<file path="config.mk">
export PLATFORM = sky130hd
export DESIGN_NAME = ser_tx_scheduler
export DESIGN_NICKNAME = d
export VERILOG_FILES = /design/src/rtl/ser_tx_pkg.sv /design/src/rtl/rr_arbiter.sv /design/src/rtl/ser_tx_scheduler.sv
export SDC_FILE = /design/constraint.sdc
export NUM_CORES = 1
export LEC_CHECK = 0
export ABC_CLOCK_PERIOD_IN_PS = 3250
export CORE_MARGIN = 10
export CORE_UTILIZATION = 47
export CTS_CLUSTER_SIZE = 30
export DETAILED_ROUTE_END_ITERATION = 8
export GPL_TIMING_DRIVEN = 1
export PLACE_DENSITY = 0.77
export SLEW_MARGIN = 20
export SYNTH_ARGS = -nofsm -noshare
export SYNTH_HDL_FRONTEND = slang
export SYNTH_SLANG_ARGS = --single-unit
</file>
<file path="constraint.sdc">
create_clock -name clk -period 3.25 [get_ports clk]
set_clock_uncertainty 0.05 [all_clocks]
set_input_delay 0.65 -clock clk [delete_from_list [all_inputs] [get_ports clk]]
set_output_delay 0.65 -clock clk [all_outputs]
set_load 0.02 [all_outputs]
</file>
<file path="src/rtl/ser_tx_pkg.sv">
// Shared types and constants for the serializer transmit scheduler.
package ser_tx_pkg;

    localparam int unsigned NIB_W            = 4;
    localparam int unsigned CNT_W            = 8;
    localparam int unsigned SER_SHIFT_CYCLES = 5;

    typedef enum logic [2:0] {
        S_IDLE,
        S_CLR,
        S_LOAD,
        S_SHIFT,
        S_DONE,
        S_FAIL
    } ser_state_t;

endpackage

</file>
<file path="src/rtl/rr_arbiter.sv">
// Combinational round-robin pick: first pending request after index `last`.
module rr_arbiter #(
    parameter int unsigned NREQ = 4,
    localparam int unsigned IW  = $clog2(NREQ)
) (
    input  logic [NREQ-1:0] req,
    input  logic [IW-1:0]   last,
    output logic            valid,
    output logic [IW-1:0]   winner
);

    // Scan from farthest to nearest so the nearest pending request wins.
    always_comb begin
        int unsigned idx;
        idx    = 0;
        valid  = |req;
        winner = '0;
        for (int k = NREQ; k >= 1; k--) begin
            idx = 32'(last) + 32'(k);
            if (idx >= NREQ) begin
                idx = idx - NREQ;
            end
            if (req[IW'(idx)]) begin
                winner = IW'(idx);
            end
        end
    end

endmodule

</file>
<file path="src/rtl/ser_tx_scheduler.sv">
// Round-robin owner of the shared 4-bit serializer: clear, load, wait for fn, ack.
module ser_tx_scheduler
    import ser_tx_pkg::*;
#(
    parameter int unsigned NREQ    = 4,
    parameter int unsigned TIMEOUT = 15,
    localparam int unsigned IW     = $clog2(NREQ)
) (
    input  logic                  clk,
    input  logic                  reset,
    input  logic [NREQ-1:0]       req,
    input  logic [NIB_W*NREQ-1:0] data,
    output logic [NREQ-1:0]       ack,
    output logic                  err,
    output logic                  busy,
    output logic [IW-1:0]         gnt_id,
    output logic                  ser_clr,
    output logic                  ser_load,
    output logic [NIB_W-1:0]      ser_data,
    input  logic                  ser_fn
);

    ser_state_t       state_q;
    ser_state_t       state_d;
    logic [NIB_W-1:0] hold_q;
    logic [CNT_W-1:0] cnt_q;
    logic             arb_valid;
    logic [IW-1:0]    arb_winner;
    logic [NIB_W-1:0] win_nib;
    logic             cnt_at_limit;

    rr_arbiter #(
        .NREQ (NREQ)
    ) u_arb (
        .req    (req),
        .last   (gnt_id),
        .valid  (arb_valid),
        .winner (arb_winner)
    );

    always_comb begin
        win_nib = '0;
        for (int i = 0; i < NREQ; i++) begin
            if (arb_winner == IW'(i)) begin
                win_nib = data[NIB_W*i +: NIB_W];
            end
        end
    end

    assign cnt_at_limit = (cnt_q == CNT_W'(TIMEOUT));

    always_ff @(posedge clk or posedge reset) begin
        if (reset) begin
            state_q <= S_IDLE;
        end else begin
            state_q <= state_d;
        end
    end

    // Next state plus output decode from registered state only.
    always_comb begin
        state_d  = state_q;
        ack      = '0;
        err      = 1'b0;
        busy     = 1'b1;
        ser_clr  = 1'b0;
        ser_load = 1'b0;
        ser_data = '0;
        case (state_q)
            S_IDLE: begin
                busy     = 1'b0;
                ser_load = 1'b1;
                if (arb_valid) begin
                    state_d = S_CLR;
                end
            end
            S_CLR: begin
                ser_clr = 1'b1;
                state_d = S_LOAD;
            end
            S_LOAD: begin
                ser_load = 1'b1;
                ser_data = hold_q;
                state_d  = S_SHIFT;
            end
            S_SHIFT: begin
                ser_data = hold_q;
                if (ser_fn) begin
                    state_d = S_DONE;
                end else if (cnt_at_limit) begin
                    state_d = S_FAIL;
                end
            end
            S_DONE: begin
                ack[gnt_id] = 1'b1;
                ser_load    = 1'b1;
                state_d     = S_IDLE;
            end
            S_FAIL: begin
                err     = 1'b1;
                ser_clr = 1'b1;
                state_d = S_IDLE;
            end
            default: begin
                state_d = S_IDLE;
            end
        endcase
    end

    // Grant/nibble latch on the IDLE->CLR edge; saturating wait counter in SHIFT.
    always_ff @(posedge clk or posedge reset) begin
        if (reset) begin
            gnt_id <= IW'(NREQ - 1);
            hold_q <= '0;
            cnt_q  <= '0;
        end else begin
            if (state_q == S_IDLE && arb_valid) begin
                gnt_id <= arb_winner;
                hold_q <= win_nib;
            end
            if (state_q == S_LOAD) begin
                cnt_q <= '0;
            end else if (state_q == S_SHIFT && !cnt_at_limit) begin
                cnt_q <= cnt_q + CNT_W'(1);
            end
        end
    end

endmodule
</file>
Word-level counts from Yosys, hierarchy flattened
Index checks and enable logic that the tools add are counted.

word-level totals
  word-level logic and storage cells = 80
  output and inout port bits = 14
  bits in registers = 17
  input port bits = 23

operators by class
  equality and inequality tests = 11
  reductions and logical operators = 12
  mux-type cells = 34
  order comparisons = 10
  add/sub/neg operators = 9

operators by type and width
  operator                                                                              number
  4-bit 2-to-1 mux                                                                      6
  2-bit 2-to-1 mux                                                                      8
  8-bit 2-to-1 mux                                                                      2
  2-bit by 3-bit < comparator with 1-bit output (second input constant)                 5
  3-bit case mux with 4 select lines                                                    1
  3-bit greater-or-equal comparator (second input constant)                             3
  1-bit 2-to-1 mux                                                                      9
  3-bit 2-to-1 mux                                                                      3
  8-bit by 1-bit adder with 8-bit output (second input constant)                        1
  1-bit binary-select mux with 2-bit select                                             4
  8-bit by 4-bit == test with 1-bit output (second input constant)                      1
  2-bit by 1-bit subtractor with 2-bit output (second input constant)                   4
  2-bit by 2-bit adder with 3-bit output (second input constant)                        2
  3-bit by 2-bit == test with 1-bit output (second input constant)                      2
  3-bit == test (second input constant)                                                 2
  2-bit by 3-bit adder with 4-bit output (second input constant)                        1
  2-bit == test (second input constant)                                                 2
  4-bit by 3-bit greater-or-equal comparator with 1-bit output (second input constant)  1
  2-bit OR reduction                                                                    2
  4-bit OR reduction                                                                    1
  2-bit by 1-bit adder with 3-bit output (second input constant)                        1
  3-bit by 1-bit == test with 1-bit output (second input constant)                      1
  1-bit logical AND                                                                     3
  3-bit zero test                                                                       1
  other kinds (10)                                                                      10

Logic depth before layout (Yosys ltp)
Gate-level depths: netlist (run 1).

  depth in word-level cells = 14
  mapped depth = 8
  depth with buffers taken out = 7

Hierarchy
A second synthesis (run 1) with hierarchy kept.

second synthesis, totals
  cell total of the unflattened synthesis = 115
  area total of the unflattened synthesis = 1168.6 µm²

modules (own cells, without submodules)
  module            instances  sequential area each (µm²)  cells each  area each (µm²)
  ser_tx_scheduler  1          427.9                       101         1077.3
  rr_arbiter        1          0.0                         14          91.3

Worst setup path after synthesis (run 1)
Ideal clock, no wire load.

  path kind = register to register
  start point = register gnt_id[0]
  end point = register hold_q[3]
  arrival time = 2.774 ns
  library setup time = 0.126 ns
  path slack = 0.300 ns
  data required time = 3.074 ns
  period minus slack after synthesis = 2.950 ns
  stages on the path, launching flop included = 9
  path buffers = 1
  cell sequence = dfstp_2 -> buf_6 -> inv_1 -> ha_1 -> mux4_2 -> a21oi_4 -> mux2i_1 -> mux2_1 -> a221o_1

between the ends
  cells in the longest elaborated chain, start to end = 14
  elaborated cells between the ends (all ways) = 36
  those cells by class = add/sub: 8; order compare: 4; eq/ne: 3; mux: 20; reduce/logical: 1

RTL lines
  item                                                                                                                                line                                RTL
  start, declared                                                                                                                     ser_tx_scheduler.sv:16              output logic [IW-1:0] gnt_id,
  start signal, assigned                                                                                                              ser_tx_scheduler.sv:113             gnt_id <= IW'(NREQ - 1);
  start signal, assigned                                                                                                              ser_tx_scheduler.sv:118             gnt_id <= arb_winner;
  2-bit by 3-bit adder with 4-bit output                                                                                              rr_arbiter.sv:19                    idx = 32'(last) + 32'(k);
  4-bit by 3-bit greater-or-equal comparator with 1-bit output / 2-bit by 1-bit subtractor with 2-bit output (equally long branches)  rr_arbiter.sv:20, rr_arbiter.sv:21
  2-bit 2-to-1 mux                                                                                                                    rr_arbiter.sv:20                    if (idx >= NREQ) begin
  1-bit binary-select mux with 2-bit select                                                                                           rr_arbiter.sv:23                    if (req[IW'(idx)]) begin
  1-bit 2-to-1 mux (not written as such)                                                                                              rr_arbiter.sv:23
  2-bit 2-to-1 mux (3 in a row)                                                                                                       rr_arbiter.sv:23
  2-bit 2-to-1 mux *                                                                                                                  rr_arbiter.sv:23
  2-bit zero test                                                                                                                     ser_tx_scheduler.sv:44              if (arb_winner == IW'(i)) begin
  4-bit 2-to-1 mux (3 in a row)                                                                                                       ser_tx_scheduler.sv:44
  4-bit 2-to-1 mux *                                                                                                                  ser_tx_scheduler.sv:44
  end signal, assigned                                                                                                                ser_tx_scheduler.sv:119             hold_q <= win_nib;
  end, declared                                                                                                                       ser_tx_scheduler.sv:25              logic [NIB_W-1:0] hold_q;

Every way passes the cells marked *; elsewhere a longest branch is shown, timed or not. The select of a mux whose other input is x is not followed.
A chain may end at the register's enable or synchronous reset.

Worst setup path after layout (run 1)
  start point = input req[1]
  end point = register hold_q[3]

between the ends
  cells in the longest elaborated chain, start to end = 11
  elaborated cells between the ends (all ways) = 22
  those cells by class = eq/ne: 3; mux: 16; reduce/logical: 3

RTL lines
  item                                       line                    RTL
  start, declared                            ser_tx_scheduler.sv:11  input logic [NREQ-1:0] req,
  1-bit binary-select mux with 2-bit select  rr_arbiter.sv:23
  1-bit 2-to-1 mux (not written as such)     rr_arbiter.sv:23
  2-bit 2-to-1 mux (4 in a row)              rr_arbiter.sv:23
  2-bit zero test                            ser_tx_scheduler.sv:44
  4-bit 2-to-1 mux (4 in a row)              ser_tx_scheduler.sv:44

Several ways; a longest one is shown, not always the timed one. The select of a mux whose other input is x is not followed.

==> results of run 1 <==
layout make-up:
class,count,share of cell area (%)
well taps,30,2.26
flip-flops and latches,17,25.8
clock inverters,1,0.302
inverters,4,0.906
clock buffers,3,1.36
repair buffers,38,22.6
multi-input cells,105,46.7
where the power goes:
part	switching, uW	leakage, uW	internal [uW]
combinational	455	0.000499	438
sequential	79.8	0.000217	292
clock	64.6	0.0000177	45.6
metal layers:
metal / part of all wire, % / vias to the layer above / track usage, %
met2: 50 / 23 / 20.7
met4: 0.17 / 0 / 2.37
met5: 0 / - / 0
met1: 44 / 504 / 12.7
li1: - / 550 / -
met3: 5.8 / 2 / 3.86
through the flow:
stage | power (uW) | setup WS, ns | util (%) | cells
2_1_floorplan | 1000 | 0.300 | - | 130
3_3_place_gp | 1240 | 0.156 | 65.2 | 194
3_5_place_dp | 1280 | 0.0627 | 65.2 | 194
4_1_cts | 1390 | 0.352 | 66.3 | 198
5_1_grt | 1490 | 0.260 | 66.3 | 198
6_report | 1380 | 0.364 | 66.3 | 198
cell families after synthesis:
family	Yosys count
multiplexers	18
XOR/XNOR	6
AND/OR/NAND/NOR	54
buffers and inverters	8
flip-flops	17
AO/OA/AOI/OAI	22
adder cells (fa/ha/maj)	5
layout by cell type (no fill, tap or decap), drive strengths merged:
cell type,count
mux2i,6
nor2,18
nand3,6
a41oi,1
nor4,2
clkbuf,3
clkdlybuf4s50,36
a21oi,5
nand2,8
xor2,5
or2,1
nand4,2
nand2b,1
a31oi,1
mux4,3
ha,5
a41o,1
dfstp,2
a21o,1
a221o,4
dfrtp,15
o221a,1
or3,1
buf,2
xnor2,1
and2,5
nor2b,3
and3,6
inv,3
o21ai,8
nand3b,1
mux2,9
clkinv,2
worst register-to-register path, cell delays in order, from the launching register on:
cell,delay [ns]
dfstp_2,0.60
inv_1,0.07
ha_1,0.36
mux4_2,0.36
a21oi_4,0.16
mux2i_1,0.45
mux2_1,0.38
a221o_1,0.31
registers in the layout (all words and copies together) (netlist names):
| register | flops |
|---|---|
| cnt_q | 8 |
| gnt_id | 2 |
| state_q | 3 |
| hold_q | 4 |
final timing paths:
check | from | cells after the start | slack (ns) | endpoint
worst max-delay path | req[1] | 6 | 0.36 | hold_q[3]$_DFFE_PP0P_
min in group asynchronous | reset | 2 | 0.68 | hold_q[0]$_DFFE_PP0P_
worst min register to register | cnt_q[0]$_DFFE_PP0P_ | 1 | 0.48 | cnt_q[0]$_DFFE_PP0P_
max in group asynchronous | reset | 2 | 2.06 | cnt_q[0]$_DFFE_PP0P_
worst min-delay path | cnt_q[0]$_DFFE_PP0P_ | 1 | 0.48 | cnt_q[0]$_DFFE_PP0P_
worst max register to register | gnt_id[1]$_DFFE_PP1P_ | 7 | 0.40 | hold_q[3]$_DFFE_PP0P_
==> results by group, run 1 <==
Outcome
  – Run status: finished clean

Clock network
  – Post-CTS Setup Inserts: 0
  – CTS tree: yes
  – CTS buffer count: 3
  – Clk root buf: clkbuf_4
  – Resize count post-CTS: 0
  – Clk buf depth: 2
  – Worst-path clk slew: 0.10 ns
  – Clock sink count: 17
  – Clock Latency Late Sink: 0.28 ns
  – CTS Hold Bufs: 0
  – Number of H-tree levels: 1

Power and ir drop
  – Peak supply drop: 0.000729 V
  – Cell Pwr Density: 830 nW/um2
  – Cell leakage power: 0.000734 uW

Cells and area
  – # diodes: 0
  – Multi-input logic area: 774 um2
  – Area delta synth->final: 33.7%
  – FF/Latch Area: 428 um2
  – Fill cells: 208
  – Share of cells above drive strength 1: 10.7%
  – Fin nets: 197
  – Post-route cell area: 1660 um2

Synthesis
  – Yosys top cell by area: dfrtp_1
  – Yosys cell types: 36
  – Synth top area share: 30.3%
  – XOR/XNOR Fraction of Synth Area: 4.24%
  – Largest family of logic cells by synthesized area: simple AND/OR/NAND/NOR gates
  – Post-synth EDFFs: 0
  – Synth Net Count: 158
  – Synth top cells by count: nor2_1 (18), dfrtp_1 (15), nand2_1 (8)
  – Mux cell area share after synthesis: 18.8%
  – Most frequent cell after synthesis: nor2_1
  – FFs w/ async S/R, synth: 100%
  – Cell area after synthesis: 1240 um2
  – Syn Area/Cell: 9.54 um2
  – Post-synthesis adder-cell area fraction: 5.05%
  – Yosys warns: 0
  – Compound-Gate Fraction of Synth Area: 12.9%
  – Register bit count reported by yosys: 17
  – Post-Synthesis Cells: 130
  – Main synth FF type: dfrtp_1
  – Largest cells by area after synthesis: dfrtp_1 (30%), nor2_1 (5.4%), ha_1 (5.0%), mux2i_1 (4.8%), mux2_2 (4.5%)
  – Sequential cell area fraction in the yosys report: 34.5%
  – Simple-gate share of the synthesized area: 21.5%

Worst setup path
  – Critical Path AT: 3.02 ns
  – Crit path cell chain: clkdlybuf4s50_1 > mux4_2 > a21oi_4 > mux2i_1 > mux2_1 > a221o_1
  – WS Path Type: in -> reg
  – Worst EP required: 3.38 ns
  – Crit path launch type: input pin
  – CP peak stage delay: 0.54 ns
  – Worst setup EP type: register
  – CP Max Fanout: 8
  – Cell family with most CP delay: multiplexers
  – Critical path's slowest cell: mux4_2
  – Worst path bufs/invs: 1

STA
  – Fin crit share: 88.8%
  – Hold WS: 0.484 ns
  – Final hold vios: 0
  – Actual slew at the worst max-slew pin: 0.626 ns
  – RSZ-0062 raised after global routing: no
  – Final Max Slew Viols: 0
  – Fin Setup TNS: 0 ns
  – Max transition margin: 58.2%
  – Fmax: 0.347 GHz
  – Setup Viol. Count Final: 0
  – Fin crit period: 2.89 ns

Floorplan
  – Die width: 71.4 um
  – I/O pin count: 37
  – Rows: 18
  – Starting Density: 49.6%
  – Die area: 5090 um2
  – Core area: 2500 um2
  – Die height: 71.4 um

Placement
  – Final Wtd Congestion: 0.821
  – I/O Buffers: 36
  – Post-detailed-placement half-perimeter wirelength: 2.43 mm
  – Post-place instance area: 1630 um2

Drt
  – Post-DR wirelength/cell: 14.7 um
  – Post-Route WL: 2.92 mm
  – DRC: 0
  – Routed Antenna Nets: 0
  – Drt via density: 5.45
  – Drt pass-1 iters: 4
  – Via count: 1079
  – DR iter-0 viols: 45

Global routing
  – Gr usage total: 11.5%
  – GRT overflow: 0
  – First-pass GRT wire length: 5.12 mm
  – Maximum number of pins on one net before global-route repair: 18
  – Number of global-route vias before repair: 1195
  – Initial antenna violation count: 0

Hold path
  – Hold Path Class: reg -> reg

Flow run
  – Max Cap Viol: 0
Power figures use the tool's default switching activity.
==> inputs of run 2 (changes only) <==
Settings changed: ABC_CLOCK_PERIOD_IN_PS 3250 to 3500, CORE_UTILIZATION 47 to 50, PLACE_DENSITY 0.77 to 0.81, SETUP_SLACK_MARGIN set to 0.05.
Clock period 3.25 ns to 3.5 ns, I/O delays scaled along.
==> run 2 against run 1 <==
Critical path depth unchanged; sequential share of layout area up 0.16 points; final area shrank 0.60%; utilization grew 5.4 points; final cell count decreased by 1.5%; worst setup slack better by 0.085 ns; register-to-register slack better by 0.11 ns; worst hold slack improved by 0.0011 ns.
==> results by group, run 2 (synthesis results as in run 1) <==
Floorplan
  – Die height: 69.8 um (was 71.4 um)
  – Core area: 2300 um2 (was 2500 um2)
  – Rows: 17 (was 18)
  – Die width: 69.8 um (was 71.4 um)
  – Die area: 4870 um2 (was 5090 um2)
  – Starting Density: 54.0% (was 49.6%)
  – I/O pin count: 37 (unchanged)

Clock network
  – Post-CTS Setup Inserts: 0 (unchanged)
  – Resize count post-CTS: 0 (unchanged)
  – Clk buf depth: 2 (unchanged)
  – CTS buffer count: 3 (unchanged)
  – Clock Latency Late Sink: 0.30 ns (was 0.28 ns)
  – Clock sink count: 17 (unchanged)
  – Number of H-tree levels: 1 (unchanged)
  – CTS tree: yes (unchanged)
  – CTS Hold Bufs: 0 (unchanged)
  – Worst-path clk slew: 0.11 ns (was 0.10 ns)
  – Clk root buf: clkbuf_4 (unchanged)

STA
  – Final hold vios: 0 (unchanged)
  – Actual slew at the worst max-slew pin: 0.637 ns (was 0.626 ns)
  – Fin Setup TNS: 0 ns (unchanged)
  – Final Max Slew Viols: 0 (unchanged)
  – Fin crit period: 3.05 ns
  – Fin crit share: 87.2%
  – RSZ-0062 raised after global routing: no (unchanged)
  – Max transition margin: 57.5% (was 58.2%)
  – Fmax: 0.328 GHz
  – Setup Viol. Count Final: 0 (unchanged)
  – Final worst setup slack: 0.449 ns (was 0.364 ns)

Cells and area
  – Commonest non-fill, non-tap cell in the layout: clkdlybuf4s50_1 (unchanged)
  – Fin nets: 196 (was 197)
  – # diodes: 0 (unchanged)
  – Fill cells: 180 (was 208)
  – Regs by FF count: cnt_q (8), hold_q (4), state_q (3) (unchanged)
  – Layout Cells excl Fill: 195 (was 198)
  – Share of cells above drive strength 1: 10.2% (was 10.7%)
  – Most frequent cells in the layout: clkdlybuf4s50_1 (36), nor2_1 (18), dfrtp_1 (15), nand2_1 (8), o21ai_0 (7) (unchanged)
  – Max FFs per register: 8 (unchanged)
  – Reg with most FFs: cnt_q (unchanged)
  – Area delta synth->final: 32.9% (was 33.7%)

Global routing
  – First-pass GRT wire length: 5.15 mm (was 5.12 mm)
  – GRT overflow: 0 (unchanged)
  – Maximum number of pins on one net before global-route repair: 18 (unchanged)
  – Initial antenna violation count: 0 (unchanged)
  – Number of global-route vias before repair: 1078 (was 1195)
  – Gr usage total: 12.4% (was 11.5%)

Placement
  – Placed insts: 191 (was 194)
  – Final Wtd Congestion: 0.902 (was 0.821)
  – I/O Buffers: 36 (unchanged)
  – Post-detailed-placement half-perimeter wirelength: 2.47 mm (was 2.43 mm)
  – Place WS: 0.142 ns (was 0.0627 ns)

Hold path
  – Hold Path Class: reg -> reg (unchanged)

Drt
  – Post-DR wirelength/cell: 15.9 um (was 14.7 um)
  – Drt pass-1 iters: 4 (unchanged)
  – DRC: 0 (unchanged)
  – Via count: 1112 (was 1079)
  – Routed Antenna Nets: 0 (unchanged)
  – Post-Route WL: 3.11 mm (was 2.92 mm)
  – DR iter-0 viols: 49 (was 45)
  – Drt via density: 5.70 (was 5.45)

Worst setup path
  – CP peak stage delay: 0.53 ns (was 0.54 ns)
  – Critical Path AT: 3.18 ns (was 3.02 ns)
  – Worst setup EP type: register (unchanged)
  – Worst EP required: 3.63 ns (was 3.38 ns)
  – WS Path Type: in -> reg (unchanged)
  – CP Max Fanout: 8 (unchanged)
  – Crit path cell chain: clkdlybuf4s50_1 > mux4_2 > a21oi_4 > mux2i_1 > mux2_1 > a221o_1 (unchanged)
  – Crit path launch type: input pin (unchanged)
  – Critical path's slowest cell: mux4_2 (unchanged)

Power and ir drop
  – Cell leakage power: 0.000729 uW (was 0.000734 uW)
  – Cell Pwr Density: 772 nW/um2 (was 830 nW/um2)
  – Peak supply drop: 0.000519 V (was 0.000729 V)
  – Final Power: 1270 uW (was 1380 uW)

Flow run
  – Max Cap Viol: 0 (unchanged)

Outcome
  – Run status: finished clean (unchanged)
==> run 2: worst max-delay path, delay by kind of cell <==
kind | cells | cell delay [ns]
mux | 3 | 1.39
buf+inv | 1 | 0.51
compound gates | 2 | 0.58
==> run 2: report_power, final <==
group          leakage [uW]  switching, uW  total, uW  internal [uW]
Combinational      0.000494            419        814            395
Clock             0.0000177           65.6        108           42.6
Sequential         0.000217           78.6        350            272
Total              0.000729            563       1270            709
==> run 2: routing by layer <==
layer	vias up	GRT usage [%]	routed length, um
met5	-	0	0
met4	0	5.87	70
met3	6	4.56	247
met2	47	17.5	1360
met1	515	16.1	1430
li1	544	-	-
==> run 2: final timing paths <==
check	startpoint	to	slack, ns	depth (start not counted)
setup reg to reg	gnt_id[1]$_DFFE_PP1P_	hold_q[0]$_DFFE_PP0P_	0.51	7
hold reg to reg	cnt_q[0]$_DFFE_PP0P_	cnt_q[0]$_DFFE_PP0P_	0.49	1
setup / recovery	req[1]	hold_q[0]$_DFFE_PP0P_	0.45	6
min in group asynchronous	reset	cnt_q[2]$_DFFE_PP0P_	0.71	2
hold / removal	cnt_q[0]$_DFFE_PP0P_	cnt_q[0]$_DFFE_PP0P_	0.49	1
max in group asynchronous	reset	hold_q[3]$_DFFE_PP0P_	2.26	2
==> run 2: layout make-up <==
type,instances,area (um2),share of cell area (%)
Inverter,4,15.0,0.911
Timing Repair Buffer,37,368,22.3
Multi-Input combinational cell,105,774,47.0
Clock inverter,1,5.00,0.304
Clock buffer,3,22.5,1.37
Sequential cell,17,428,26.0
Tap cell,28,35.0,2.13
==> run 2: stage by stage <==
stage	hold slack [ns]	instance area, um2	utilization, %
after floorplan	0.438	1240	-
after global placement	0.466	1620	70.5
after detailed placement	0.474	1620	70.5
after CTS	0.485	1650	71.7
after global routing	0.524	1650	71.7
final	0.485	1650	71.7
==> variant 1, RTL diff (flow settings as in run 1) <==
Encoding of `ser_state_t`: now one-hot (6 bits for 6 states).
--- a/src/rtl/ser_tx_pkg.sv
+++ b/src/rtl/ser_tx_pkg.sv
@@ -6,11 +6,11 @@
     localparam int unsigned SER_SHIFT_CYCLES = 5;
 
-    typedef enum logic [2:0] {
-        S_IDLE,
-        S_CLR,
-        S_LOAD,
-        S_SHIFT,
-        S_DONE,
-        S_FAIL
+    typedef enum logic [5:0] {
+        S_IDLE  = 6'b000001,
+        S_CLR   = 6'b000010,
+        S_LOAD  = 6'b000100,
+        S_SHIFT = 6'b001000,
+        S_DONE  = 6'b010000,
+        S_FAIL  = 6'b100000
     } ser_state_t;
 
Behaviour: same outputs for any inputs over 10 cycles, from zero or initial values and one cycle with reset high; not proved beyond that.
==> variant 1 against run 1 <==
Non-clock buffer count shrank 1; synthesized area rose by 6.8%; design area increased by 7.0%; power down 4.5%; clock power grew 82%; setup slack worse by 130 ps; count of clock-buffer cells in the layout did not move; worst hold slack lost 37 ps; sequential cell count is 3 higher; routed wire length is 8.7% higher; critical endpoint is now ser_data[1]; largest cell class unchanged; highest routed layer unchanged.
==> variant 1: results (changes against run 1) <==
* Status: finished clean
* IO buf count at 36 (unchanged)
* Clock Tree Root: clkbuf_4
* # hold bufs at CTS at 0 (unchanged)
* Slowest CP cell: clkdlybuf4s50_1
* FF-to-FF path depth at 8 (+1)
* FMAX at 0.3321 GHz (-4.2%)
* Worst-path maximum fanout at 7 (-1)
* Via density at 5.517 (+1.2%)
* Detailed placer's ending HPWL at 2.521 mm (+3.9%)
* N_diodes at 0 (unchanged)
* Largest net degree at the start of global routing at 21 (+3)
* Worst skew pair latency at 310 ps (+30 ps)
* Post-synth cell types at 39 (+8.3%)
* Post-synth top cells: dfrtp_1 (17), nor2_1 (16), nand2_1 (15)
* Critical R2R Launch: gnt_id[1]$_DFFE_PP1P_
* VDD IR max at 0.0005644 V (-23%)
* Synth Warn # at 0 (unchanged)
* Hold_sp: hold_q[0]$_DFFE_PP0P_
* H-tree depth at 1 (unchanged)
* Vias in the first global route at 1,145 (-4.2%)
* Clk buf depth at 2 (unchanged)
* Hold crit path type: flop to flop
* Overall Global Routing Usage at 0.1171 (+0.002120)
* Initial antenna violation count at 0 (unchanged)
* WP data arrival at 2310 ps (-710 ps)
* Syn nets at 169 (+7.0%)
* Worst Max-Slew Pin Slew at 721.1 ps (+94.61 ps)
* Routability Congestion at 0.7876 (-4.1%)
* CTS Buf Count at 3 (unchanged)
* CP peak stage delay at 620 ps (+80 ps)
* Pre-CTS WS at 590.4 ps (+527.7 ps)
* Clk slew on worst S/H paths at 110 ps
* DRT Pass-1 Iters at 4 (unchanged)
* Layout cell share with drive strength beyond 1 at 0.08889 (-0.01825)
* Hold Crit Depth at 2 (+1)
* Top cells by area, synth: dfrtp_1 (32%), mux2i_1 (8.3%), dfstp_2 (6.0%), ha_1 (4.7%), nor2_1 (4.5%)
* DRT Wirelength at 3.171 mm (+8.7%)
* Pleak at 0.7898 nW (+7.7%)
* Seq/Total Area, Yosys at 0.3809 (+0.03580)
* CTS resizes at 0 (unchanged)
* Nets@finish at 209 (+6.1%)
* Async set-or-reset flop fraction in the synthesized netlist at 1.000 (unchanged)
* Top Registers: cnt_q x8, state_q x6, hold_q x4
* Setup bufs post-CTS at 0 (unchanged)
* First-pass GRT wire length at 5.181 mm (+1.2%)
* DRT iter0 DRCs at 144 (+220%)
* R2R Setup Slk at 740 ps (+340 ps)
* Critical path origin: state_q[1]$_DFFE_PP0P_
## variant 1: cell types whose count changed after synthesis, moves of 4 or more
cell      change
a221o_1       -4
inv_1         +4
mux2_1        -4
mux2i_1       +5
nand2_1       +7
o221ai_1      +4
xnor2_1       +4
## variant 1: area by class of cell
class                   count  area [sq um]
clock buffers               3         22.52
clock inverters             1         30.03
fillers                   228         959.7
inverters                   7         26.28
multi-input cells         112         784.5
flip-flops and latches     20         504.2
well taps                  31         38.79
repair buffers             37         367.9
## variant 1: final timing paths
kind	to
max	ser_data[1]
min	hold_q[0]$_DFFE_PP0P_
max reg2reg	hold_q[1]$_DFFE_PP0P_
min reg2reg	hold_q[0]$_DFFE_PP0P_
max in group asynchronous	cnt_q[6]$_DFFE_PP0P_
min in group asynchronous	cnt_q[7]$_DFFE_PP0P_
## variant 1: where the power goes
group / internal (mW) / switching, mW / leakage, nW / total (mW)
Sequential: 0.334 / 0.0868 / 0.260 / 0.420
Combinational: 0.333 / 0.360 / 0.502 / 0.694
Clock: 0.125 / 0.0751 / 0.0279 / 0.200
Total: 0.792 / 0.522 / 0.790 / 1.31
## variant 1: critical path: cells and delay by family, from the launching register on
| kind | cells | cell delay, ps |
|---|---|---|
| buf+inv | 1 | 620 |
| simple gates | 2 | 600 |
| flops | 1 | 480 |
| compound gates | 1 | 300 |
## variant 1: logic make-up after synthesis
logic type,count (synthesis),synth area share
adders and majority gates,5,0.04726
and+or+nand+nor,66,0.2779
AOI/OAI and AO/OA,21,0.1210
buffers and inverters,9,0.02646
xor gates and xnor gates,7,0.04631
muxes,13,0.1002
DFF,20,0.3809
## variant 1: through the flow
| stage | cells | util | power, mW | area (sq um) | hold WS (ps) |
|---|---|---|---|---|---|
| finish | 211 | 0.6490 | 1.314 | 1774 | 446.5 |
| global route | 211 | 0.6490 | 1.416 | 1774 | 486.4 |
| CTS | 211 | 0.6490 | 1.324 | 1774 | 449.9 |
| detailed placement | 207 | 0.6297 | 1.116 | 1722 | 424.1 |
| global placement | 207 | 0.6297 | 1.087 | 1722 | 419.6 |
| floorplan | 141 | - | 0.8912 | 1324 | 398.1 |
## variant 1: metal layers
layer	GRT usage	share of wire
met1	0.1302	0.41
met2	0.2149	0.53
met3	0.02177	0.044
met5	0	0
met4	0.03797	0.012
==> variant 2, RTL diff (config.mk and constraints of run 1) <==
Made on the original files. `NREQ` is set to 4 in 2 places; all go to 8.
--- a/src/rtl/rr_arbiter.sv
+++ b/src/rtl/rr_arbiter.sv
@@ -1,5 +1,5 @@
 // Combinational round-robin pick: first pending request after index `last`.
 module rr_arbiter #(
-    parameter int unsigned NREQ = 4,
+    parameter int unsigned NREQ = 8,
     localparam int unsigned IW  = $clog2(NREQ)
 ) (
--- a/src/rtl/ser_tx_scheduler.sv
+++ b/src/rtl/ser_tx_scheduler.sv
@@ -3,5 +3,5 @@
     import ser_tx_pkg::*;
 #(
-    parameter int unsigned NREQ    = 4,
+    parameter int unsigned NREQ    = 8,
     parameter int unsigned TIMEOUT = 15,
     localparam int unsigned IW     = $clog2(NREQ)
Interface: changed (resized ack, data, gnt_id and req); port bits go from 37 to 62. No check against the original RTL was run, so the function may have changed too.
==> variant 2 against run 1 <==
The run now ends with negative setup slack left; sequential cell count is 1 higher; count of clock-buffer cells in the layout is 1 higher; design area is 120% higher; first-iteration DRC count grew to 5.1 times the old value; via count is 130% higher; sequential share of layout area is 13 points lower; routed wire length grew to 2.7 times the old value; synthesized area is 85% higher; setup slack worse by 600 ps.
Power is left out: the tool's default activity adds up to more than one toggle a clock period on the data nets, which glitch-free logic cannot reach.
==> variant 2: results (changes against run 1) <==
* Post-synth top cells: dfrtp_1 (15), and2_1 (14), mux2i_1 (14), nand2_1 (14), nor2_1 (14)
* Worst-path maximum fanout at 5 (-3)
* Syn nets at 291 (+84%)
* Hold_sp: hold_q[3]$_DFFE_PP0P_
* Post-synth cell types at 61 (+69%)
* Pre-CTS WS at -501.0 ps (-563.7 ps)
* CTS Buf Count at 3 (unchanged)
* Async set-or-reset flop fraction in the synthesized netlist at 1.000 (unchanged)
* First-pass GRT wire length at 12.59 mm (+150%)
* Seq/Total Area, Yosys at 0.1980 (-0.1471)
* Nets@finish at 407 (+110%)
* Largest net degree at the start of global routing at 19 (+1)
* Clock Tree Root: clkbuf_8
* Initial antenna violation count at 0 (unchanged)
* Worst Max-Slew Pin Slew at 864.7 ps (+238.3 ps)
* Layout cell share with drive strength beyond 1 at 0.3539 (+0.2468)
* Clk buf depth at 2 (unchanged)
* Vias in the first global route at 2,522 (+110%)
* DRT Wirelength at 7.859 mm (+170%)
* Worst skew pair latency at 250 ps (-30 ps)
* Via density at 5.894 (+8.1%)
* Critical R2R Launch: gnt_id[1]$_DFFE_PP1P_
* DRT iter0 DRCs at 230 (+410%)
* Overall Global Routing Usage at 0.1794 (+0.06443)
* Clk slew on worst S/H paths at 60 ps (-40 ps)
* WP data arrival at 3570 ps (+550 ps)
* Status: finished, violations left
* Final WS setup at -235.1 ps (-599.5 ps)
* Top Registers: cnt_q x8, hold_q x4
* H-tree depth at 1 (unchanged)
* Synth Warn # at 0 (unchanged)
* Routability Congestion at 0.9294 (+13%)
* Mux cell area share after synthesis at 0.2640 (+0.07636)
* N_diodes at 0 (unchanged)
* Synth Area in XOR/XNOR at 0.03437 (-0.008012)
* Adder-cell share of the synthesized area at 0.03819 (-0.01227)
* Final Setup Violations at 4 (+4)
* Hold crit path type: flop to flop
* IO buf count at 61 (+69%)
* Top cells by area, synth: dfrtp_1 (16%), mux4_2 (13%), mux2i_1 (6.1%), and2_1 (3.8%), ha_1 (3.8%)
* Detailed placer's ending HPWL at 5.949 mm (+150%)
* Violated checks: negative setup slack
* Critical path type: flop to flop
* Synth Area in Compound Gates at 0.2035 (+0.07433)
* Filler cells at 333 (+60%)
[variant 2: stage by stage]
stage,hold slack [ps],instance area (sq um),TNS [ps],instances,utilization
finish,440.6,3664,-532.4,423,0.7756
floorplan,398.5,2430,-1368,241,-
global route,471.0,3664,-952.1,423,0.7756
CTS,443.6,3591,-222.4,418,0.7603
detailed placement,429.0,3420,-2324,408,0.7240
global placement,412.3,3420,-1982,408,0.7240
[variant 2: final timing paths]
path	cells after the start	to
max	10	hold_q[1]$_DFFE_PP0P_
min reg2reg	2	hold_q[3]$_DFFE_PP0P_
max reg2reg	10	hold_q[1]$_DFFE_PP0P_
min in group asynchronous	2	cnt_q[6]$_DFFE_PP0P_
max in group asynchronous	2	cnt_q[1]$_DFFE_PP0P_
min	2	hold_q[3]$_DFFE_PP0P_
[variant 2: per-layer routing]
metal / share of wire / track usage / up-vias / wire length, um
met5: 0 / 0 / - / 0
met4: 0.020 / 0.03448 / 0 / 156
met3: 0.068 / 0.04323 / 17 / 534
met2: 0.50 / 0.3099 / 104 / 3896
met1: 0.42 / 0.2213 / 1207 / 3272
li1: - / - / 1165 / -
[variant 2: critical path: stages (launching register included)]
cell and delay, ps:
dfstp_2 570, inv_6 50, ha_4 310, mux4_2 620
mux2i_4 260, o21ai_1 140, a211oi_2 340, o211a_4 260
mux2_4 300, o211a_1 200, a221o_1 260
[variant 2: kinds of logic (layout without fill, tap and decap cells)]
family          count (synthesis)  after routing
xor+xnor                        9              9
mux                            38             38
compound gates                 58             58
fa+ha+maj                       7              7
flops                          18             18
buf+inv                        24            139
simple gates                   87             87
[variant 2: layout make-up]
type / count / area share
Multi-Input combinational cell: 199 / 0.5263
Tap cell: 67 / 0.02288
Sequential cell: 18 / 0.1240
Timing Repair Buffer: 126 / 0.3012
Inverter: 9 / 0.01059
Clock buffer: 4 / 0.01503
[variant 2: timing repair]
action / CTS / global route
buffers inserted: 6 / 5
resized for setup: 23 / 7
pin swaps: 5 / 5
endpoints found under the hold margin: 0 / 0
setup endpoints to repair: 5 / 5
